## config.mk

```make
export PLATFORM = sky130hd
export DESIGN_NAME = chunk_seq_multiplier
export DESIGN_NICKNAME = d
export VERILOG_FILES = /design/src/rtl/chunk_seq_multiplier_pkg.sv /design/src/rtl/chunk_seq_multiplier_chunk_mul.sv /design/src/rtl/chunk_seq_multiplier.sv
export SDC_FILE = /design/constraint.sdc
export NUM_CORES = 1
export LEC_CHECK = 0
export ABC_AREA = 1
export CAP_MARGIN = 20
export CORE_MARGIN = 2
export CORE_UTILIZATION = 59
export CTS_CLUSTER_DIAMETER = 150
export DETAILED_ROUTE_END_ITERATION = 10
export HOLD_SLACK_MARGIN = 0.05
export PLACE_DENSITY = 0.78
export SYNTH_ARGS = -nofsm -noshare
export SYNTH_HDL_FRONTEND = slang
export SYNTH_SLANG_ARGS = --single-unit
```

## constraint.sdc

```tcl
create_clock -name clk -period 15.9 [get_ports clk]
set_input_delay 3.18 -clock clk [delete_from_list [all_inputs] [get_ports clk]]
set_output_delay 3.18 -clock clk [all_outputs]
set_load 0.1 [all_outputs]
```

## src/rtl/chunk_seq_multiplier_pkg.sv

```systemverilog
// ============================================================================
// Module      : chunk_seq_multiplier_pkg
// Description : Shared state encoding, default chunk width and index-width
//               helper for the chunked sequential multiplier.
// Revision    : 1.0 - initial release
// ============================================================================
`default_nettype none

package chunk_seq_multiplier_pkg;

  localparam int DEFAULT_CHUNK = 8;

  typedef enum logic [1:0] {
    ST_IDLE = 2'd0,
    ST_MUL  = 2'd1,
    ST_DONE = 2'd2
  } state_t;

  // Counter width for an index running 0..n-1, never narrower than one bit
  function automatic int idx_width(input int n);
    return (n > 1) ? $clog2(n) : 1;
  endfunction

endpackage

`default_nettype wire

```

## src/rtl/chunk_seq_multiplier_chunk_mul.sv

```systemverilog
// ============================================================================
// Module      : chunk_mul
// Description : Combinational CHUNK x CHUNK -> 2*CHUNK unsigned multiplier,
//               time-shared by the sequential multiplier top.
// Revision    : 1.0 - initial release
// ============================================================================
`default_nettype none

module chunk_mul
  import chunk_seq_multiplier_pkg::*;
#(
  parameter int CHUNK = DEFAULT_CHUNK
) (
  input  logic [CHUNK-1:0]   x,
  input  logic [CHUNK-1:0]   y,
  output logic [2*CHUNK-1:0] p
);

  // Operands zero-extended to the product width so no bits are lost
  assign p = {{CHUNK{1'b0}}, x} * {{CHUNK{1'b0}}, y};

endmodule

`default_nettype wire

```

## src/rtl/chunk_seq_multiplier.sv

```systemverilog
// ============================================================================
// Module      : chunk_seq_multiplier
// Description : Multi-cycle WIDTH x WIDTH multiplier producing an exact
//               2*WIDTH product from one CHUNK x CHUNK partial product per
//               clock, with signed/unsigned mode and valid/ready handshakes.
// Revision    : 1.0 - initial release
// ============================================================================
`default_nettype none

module chunk_seq_multiplier
  import chunk_seq_multiplier_pkg::*;
#(
  parameter int WIDTH = 16,
  parameter int CHUNK = DEFAULT_CHUNK
) (
  input  logic               clk,
  input  logic               rst,
  input  logic               in_valid,
  output logic               in_ready,
  input  logic [WIDTH-1:0]   a,
  input  logic [WIDTH-1:0]   b,
  input  logic               signed_mode,
  output logic               out_valid,
  input  logic               out_ready,
  output logic [2*WIDTH-1:0] product,
  output logic               busy
);

  localparam int N  = WIDTH / CHUNK;
  localparam int IW = idx_width(N);
  localparam int PW = 2 * WIDTH;
  localparam logic [IW-1:0] LAST_IDX = IW'(N - 1);

  generate
    if ((WIDTH % CHUNK) != 0 || WIDTH < CHUNK) begin : g_param_check
      $error("chunk_seq_multiplier: WIDTH must be a non-zero multiple of CHUNK");
    end
  endgenerate

  state_t            state;
  logic [IW-1:0]     i_idx;
  logic [IW-1:0]     j_idx;
  logic [WIDTH-1:0]  ma;
  logic [WIDTH-1:0]  mb;
  logic              neg;
  logic [PW-1:0]     acc;

  logic [CHUNK-1:0]   slice_a;
  logic [CHUNK-1:0]   slice_b;
  logic [2*CHUNK-1:0] pp;
  logic [PW-1:0]      acc_next;
  logic               last_step;
  logic [WIDTH-1:0]   mag_a;
  logic [WIDTH-1:0]   mag_b;

  // Magnitudes: two's-complement negate only for negative signed operands;
  // the most-negative value maps onto 2^(WIDTH-1), which still fits unsigned
  assign mag_a = (signed_mode && a[WIDTH-1]) ? (~a + 1'b1) : a;
  assign mag_b = (signed_mode && b[WIDTH-1]) ? (~b + 1'b1) : b;

  // Select chunk i of |a| and chunk j of |b| (chunk 0 holds the LSBs)
  assign slice_a = CHUNK'(ma >> (CHUNK * int'(i_idx)));
  assign slice_b = CHUNK'(mb >> (CHUNK * int'(j_idx)));

  chunk_mul #(
    .CHUNK (CHUNK)
  ) u_chunk_mul (
    .x (slice_a),
    .y (slice_b),
    .p (pp)
  );

  // Partial product weighted by its chunk position before accumulation
  assign acc_next  = acc + (PW'(pp) << (CHUNK * (int'(i_idx) + int'(j_idx))));
  assign last_step = (i_idx == LAST_IDX) && (j_idx == LAST_IDX);

  // Handshake outputs decode the state register only
  assign in_ready  = (state == ST_IDLE);
  assign out_valid = (state == ST_DONE);
  assign busy      = (state != ST_IDLE);

  // Sequencer: accept, step through all N*N chunk pairs, then hold result
  always_ff @(posedge clk or posedge rst) begin
    if (rst) begin
      state   <= ST_IDLE;
      i_idx   <= '0;
      j_idx   <= '0;
      ma      <= '0;
      mb      <= '0;
      neg     <= 1'b0;
      acc     <= '0;
      product <= '0;
    end else begin
      case (state)
        ST_IDLE: begin
          if (in_valid) begin
            ma    <= mag_a;
            mb    <= mag_b;
            neg   <= signed_mode & (a[WIDTH-1] ^ b[WIDTH-1]);
            acc   <= '0;
            i_idx <= '0;
            j_idx <= '0;
            state <= ST_MUL;
          end
        end
        ST_MUL: begin
          acc <= acc_next;
          if (last_step) begin
            product <= neg ? (~acc_next + 1'b1) : acc_next;
            i_idx   <= '0;
            j_idx   <= '0;
            state   <= ST_DONE;
          end else if (j_idx == LAST_IDX) begin
            j_idx <= '0;
            i_idx <= i_idx + 1'b1;
          end else begin
            j_idx <= j_idx + 1'b1;
          end
        end
        ST_DONE: begin
          if (out_ready) begin
            state <= ST_IDLE;
          end
        end
        default: state <= ST_IDLE;
      endcase
    end
  end

endmodule

`default_nettype wire
```

# == Word-level counts from Yosys, hierarchy flattened ==
# Cells that the tools add are included.
# word_totals
ff_bits,101
out_inout_bits,35
# op_classes
add_sub_neg,7
multipliers,1
eq_ne,6
n_shift,3
mux,16
bitwise_logic,5
reduce_logical,11
# op_table
op,count
2-to-1 mux 32 bit,2
one-hot mux 32 bit (2 select lines),1
adder 16 x 1 -> 16 bit (second input constant),2
adder 32 x 1 -> 32 bit (second input constant),1
adder 32 bit,1
2-to-1 mux 16 bit,2
NOT 16 bit,2
NOT 32 bit,1
<< shifter 16 x 5 -> 32 bit,1
right shift 16 x 4 -> 8 bit,2
multiplier 8 x 8 -> 16 bit,1
2-to-1 mux 2 bit,3
one-hot mux 2 bit (3 select lines),1
AND reduction 2 bit,3
AND reduction 3 bit,2
2-to-1 mux 1 bit,5
!= test 2 bit (second input constant),2
one-hot mux 1 bit (2 select lines),2
nonzero test 2 bit,2
logical AND 1 bit,3
!= test 3 bit (second input constant),1
adder 1 bit (second input constant),2
adder 1 x 1 -> 2 bit,1
equality test 2 x 1 -> 1 bit (second input constant),1
other kinds (5),5

# == Longest topological paths before layout ==
# depth
ltp_word,7
mapped_depth,43

# == Cells and area by module ==
# A second synthesis with hierarchy kept.
# unflattened
cells_unflattened,1699
area_unflattened_um2,10666.5
# modules_own_cells
module,n_inst,cells_each,area_per_inst_um2
chunk_seq_multiplier,1,1324,8270.4
chunk_mul,1,375,2396.0

# == Least setup slack after synthesis ==
# No wires, ideal clock.
# synth_timing
kind,register -> register
from,reg j_idx
to,reg product[20]
t_arrival_ns,6.751
required_time_ns,15.769
slack_ns,9.018
path_stages_with_launch,39
path_buffers,1
period_less_slack_ns,6.882
path_cell_list,dfrtp_1 clkbuf_1 inv_1 or2_2 o21ai_1 or2_2 fa_1 fa_1 inv_1 fa_1 inv_1 fa_1 inv_1 ha_1 inv_1 nor3_1 a21oi_1 o21ai_0 [3 not listed] o21ai_0 nor2_1 ha_1 nand2_1 inv_1 nand2_1 nand2_1 inv_1 nand2_1 inv_1 nand2_1 nand2_1 nand2_2 nor2_1 nand2_1 o21ai_4 xor2_1 o21ai_1
# synth_via
elab_chain_cells,7
# synth_lines
item,line,text
"start, declared",chunk_seq_multiplier.sv:42,logic [IW-1:0] j_idx;
"start signal, assigned",chunk_seq_multiplier.sv:117,j_idx <= j_idx + 1'b1;
right shift 16 x 4 -> 8 bit,chunk_seq_multiplier.sv:63,assign slice_b = CHUNK'(mb >> (CHUNK * int'(j_idx)));
multiplier 8 x 8 -> 16 bit,chunk_seq_multiplier_chunk_mul.sv:20,"assign p = {{CHUNK{1'b0}}, x} * {{CHUNK{1'b0}}, y};"
<< shifter 16 x 5 -> 32 bit,chunk_seq_multiplier.sv:74,assign acc_next = acc + (PW'(pp) << (CHUNK * (int'(i_idx) + int'(j_idx))));
adder 32 bit,chunk_seq_multiplier.sv:74,
NOT 32 bit,chunk_seq_multiplier.sv:109,product <= neg ? (~acc_next + 1'b1) : acc_next;
adder 32 x 1 -> 32 bit,chunk_seq_multiplier.sv:109,
2-to-1 mux 32 bit,chunk_seq_multiplier.sv:109,
"end signal, assigned",chunk_seq_multiplier.sv:109,
"end, declared",chunk_seq_multiplier.sv:25,"output logic [2*WIDTH-1:0] product,"
# Parallel ways exist; a longest one is shown, timed or not.
# A chain may end at the register's enable or synchronous reset.

# == Worst setup path in the final report ==
# layout_timing
from,reg j_idx
to,reg product[31]
# Same word-level chain as after synthesis.

==> key figures <==
Finish
  • Nets: 1795
  • Area occupied by registers: 2527 um2
  • # fillers: 1597
  • Design area: 11600 um2
  • # diodes: 0
  • Area of the multi-input gates: 6729 um2
  • Layout overhead on the synthesized area: 12.13%
  • Fraction of layout instances using a drive strength above 1: 5.619%

Clock network
  • Hold buffer count at cts: 0
  • CTS tree: built
  • Root Buffer Master: clkbuf_16
  • Longest Clk Path Bufs: 2
  • TritonCTS buffer count: 9
  • Clock Latency Late Sink: 0.36 ns
  • H-Tree Depth: 3
  • Clock Sink Count: 101
  • Post-CTS Setup Repair Bufs: 0
  • Post-cts resize count: 0
  • Worst-path clk slew: 0.07 ns

Placed design
  • GP Congestion: 0.9714
  • Placed instance area: 11280 um2
  • Worst slack at placement: 7.881 ns
  • I/O Buffers: 71
  • Hpwl dp: 23950 um

Yosys
  • Proportion of synthesized area in mux cells: 0.9671%
  • Synth top area share: 24.42%
  • Top post-synthesis cells by count: 496 x nand2_1, 254 x inv_1, 164 x nor2_1, 101 x dfrtp_1, 96 x nand3_1
  • Post-synth ARST share: 100.0%
  • Post-synth EDFFs: 0
  • Most used DFF post-synth: dfrtp_1
  • Combinational family with the most area after synthesis: simple AND/OR/NAND/NOR gates
  • Synth area leaders: dfrtp_1 24%, nand2_1 18%, inv_1 9.2%
  • Cell taking the most area after synthesis: dfrtp_1
  • Syn Std Cell Area: 10350 um2
  • Synth Net Count: 1736
  • Most numerous cell in the Yosys netlist: nand2_1
  • Simple-gate area share of the yosys netlist: 35.01%
  • YS warnings: 0
  • Synth cell types: 43
  • XOR/XNOR share of the synthesized area: 4.316%
  • Yosys reg bits: 101
  • Synthesized area per cell: 6.505 um2
  • Adder-cell share of the synthesized area: 15.74%
  • Compound-gate portion of the synthesized area: 8.958%
  • Seq/Total Area, Yosys: 24.42%
  • Syn Inst Count: 1591

Floorplan
  • Num rows: 48
  • Die H: 136.4 um
  • Core area: 17240 um2
  • I/O Pins: 72
  • Initial Util: 60.05%
  • Die Span X: 136.4 um
  • Die area: 18620 um2

Routing
  • DRC: 0
  • Post-DRT Antenna Nets: 0
  • DRT Pass-1 Iters: 8
  • Starting DRT DRC Count: 717
  • WL final: 29780 um
  • Vias per cell: 5.424
  • Wirelength per Cell: 15.84 um
  • Total vias in the final route: 10200

Critical path
  • R2r worst-path depth: 37
  • Crit. Startpoint: j_idx$_DFFE_PP0P_
  • CP endpoint: product[31]$_DFFE_PP0P_
  • RR Endpoint: product[31]$_DFFE_PP0P_
  • WP data arrival: 8.44 ns
  • Reg-to-reg startpoint: j_idx$_DFFE_PP0P_
  • Critical path's slowest cell: dfrtp_1
  • Worst Setup Start Kind: flip-flop
  • Critical path's most frequent cell: nand2_1
  • Critical path type: flip-flop to flip-flop
  • Critical Path Max Stage Delay: 0.62 ns
  • CP Max Fanout: 11
  • Reg2reg setup slack: 7.71 ns
  • Critical Path RT: 16.15 ns
  • CP Capture Type: flip-flop

GRT
  • Largest net degree at the start of global routing: 64
  • First-pass GRT wire length: 48390 um
  • GRT Total Usage: 33.50%
  • Vias in the first global route: 9835
  • Gr ovfl total: 0
  • Initial antenna violation count: 0

STA
  • Setup total negative slack: 0 ns
  • Fin crit share: 51.51%
  • F_max: 122.1 MHz
  • Slew margin rel.: 34.49%
  • # setup viols final: 0
  • Setup slack after layout: 7.710 ns
  • RSZ-0062 raised after global routing: no
  • Tmin final: 8.190 ns
  • Final slew viol count: 0
  • Least-Margin Pin Slew: 0.9554 ns
  • Fin Clk Skew: 0.01128 ns
  • Hold Fails Final Rpt: 0

Worst hold path
  • Min-delay worst type: flip-flop to flip-flop

Status
  • Status: complete, no violations

Run
  • Max Cap Viol: 0
worst max-delay path: cells and delay by family, from the launching register on:
kind            cells  cell delay, ns
xor+xnor            1            0.12
compound gates      6            1.40
fa+ha+maj           6            2.81
flops               1            0.62
buf+inv             6            0.48
simple gates       18            2.65
cell usage in the layout (no fill, tap or decap), types with 3 or more instances in the layout:
cell type / instances
dfrtp_1: 101
clkbuf_16: 9
mux2i_1: 10
nor3_1: 12
a21o_1: 3
nand2_2: 24
or2_2: 17
o21ai_1: 12
xnor2_1: 10
and3_1: 4
nand3_1: 96
nor2_2: 13
nand2_1: 495
ha_1: 71
a31oi_1: 3
nand3_2: 4
inv_2: 7
xor2_1: 41
a2bb2oi_1: 3
o22ai_1: 6
clkdlybuf4s50_1: 71
a21oi_1: 38
buf_4: 6
nand4_1: 19
fa_1: 37
nor2_1: 164
o21bai_1: 3
o21ai_0: 95
inv_1: 253
logic make-up (layout without fill, tap and decap cells):
kind of cell    count (synthesis)  count (layout)
compound gates                171             171
xor+xnor                       51              51
simple gates                  858             858
flops                         101             101
fa+ha+maj                     108             108
buf+inv                       292             356
mux                            10              10
metal layers:
layer,vias to the layer above,share of wire (%),GRT usage (%)
met5,-,0,0
li1,5082,-,-
met2,313,49,57.90
met3,91,4.0,4.176
met4,0,6.2,19.73
met1,4712,41,39.90
metrics by stage:
step	util [%]	hold slack, ns	instances
after floorplan	-	0.4457	1591
after global placement	65.46	0.4636	1864
after detailed placement	65.46	0.4673	1864
after CTS	67.33	0.4851	1880
after global routing	67.33	0.5006	1880
final	67.33	0.4809	1880
registers in the layout, indices dropped and copies added, names as in the netlist:
signal / cells
acc: 32
i_idx: 1
j_idx: 1
ma: 16
mb: 16
neg: 1
product: 32
state: 2
how the worst min path moves through the flow:
stage	from	endpoint	slack, ns	cells after the start
floorplan	ma[12]$_DFFE_PP0P_	ma[12]$_DFFE_PP0P_	0.45	2
global placement	product[25]$_DFFE_PP0P_	product[25]$_DFFE_PP0P_	0.46	2
detailed placement	product[26]$_DFFE_PP0P_	product[26]$_DFFE_PP0P_	0.47	2
CTS	product[29]$_DFFE_PP0P_	product[29]$_DFFE_PP0P_	0.49	2
global route	product[22]$_DFFE_PP0P_	product[22]$_DFFE_PP0P_	0.50	2
finish	product[30]$_DFFE_PP0P_	product[30]$_DFFE_PP0P_	0.48	2
cell type report:
class	count	share of cell area (%)
timing repair buffer	77	6.512
inverter	263	8.528
tap	225	2.426
clock buffer	10	1.973
clock inverter	6	0.7978
sequential	101	21.78
multi-input combinational	1198	57.98
Power is not shown: default switching activity piles up to over one toggle a cycle in this logic, so the estimate is an artifact.
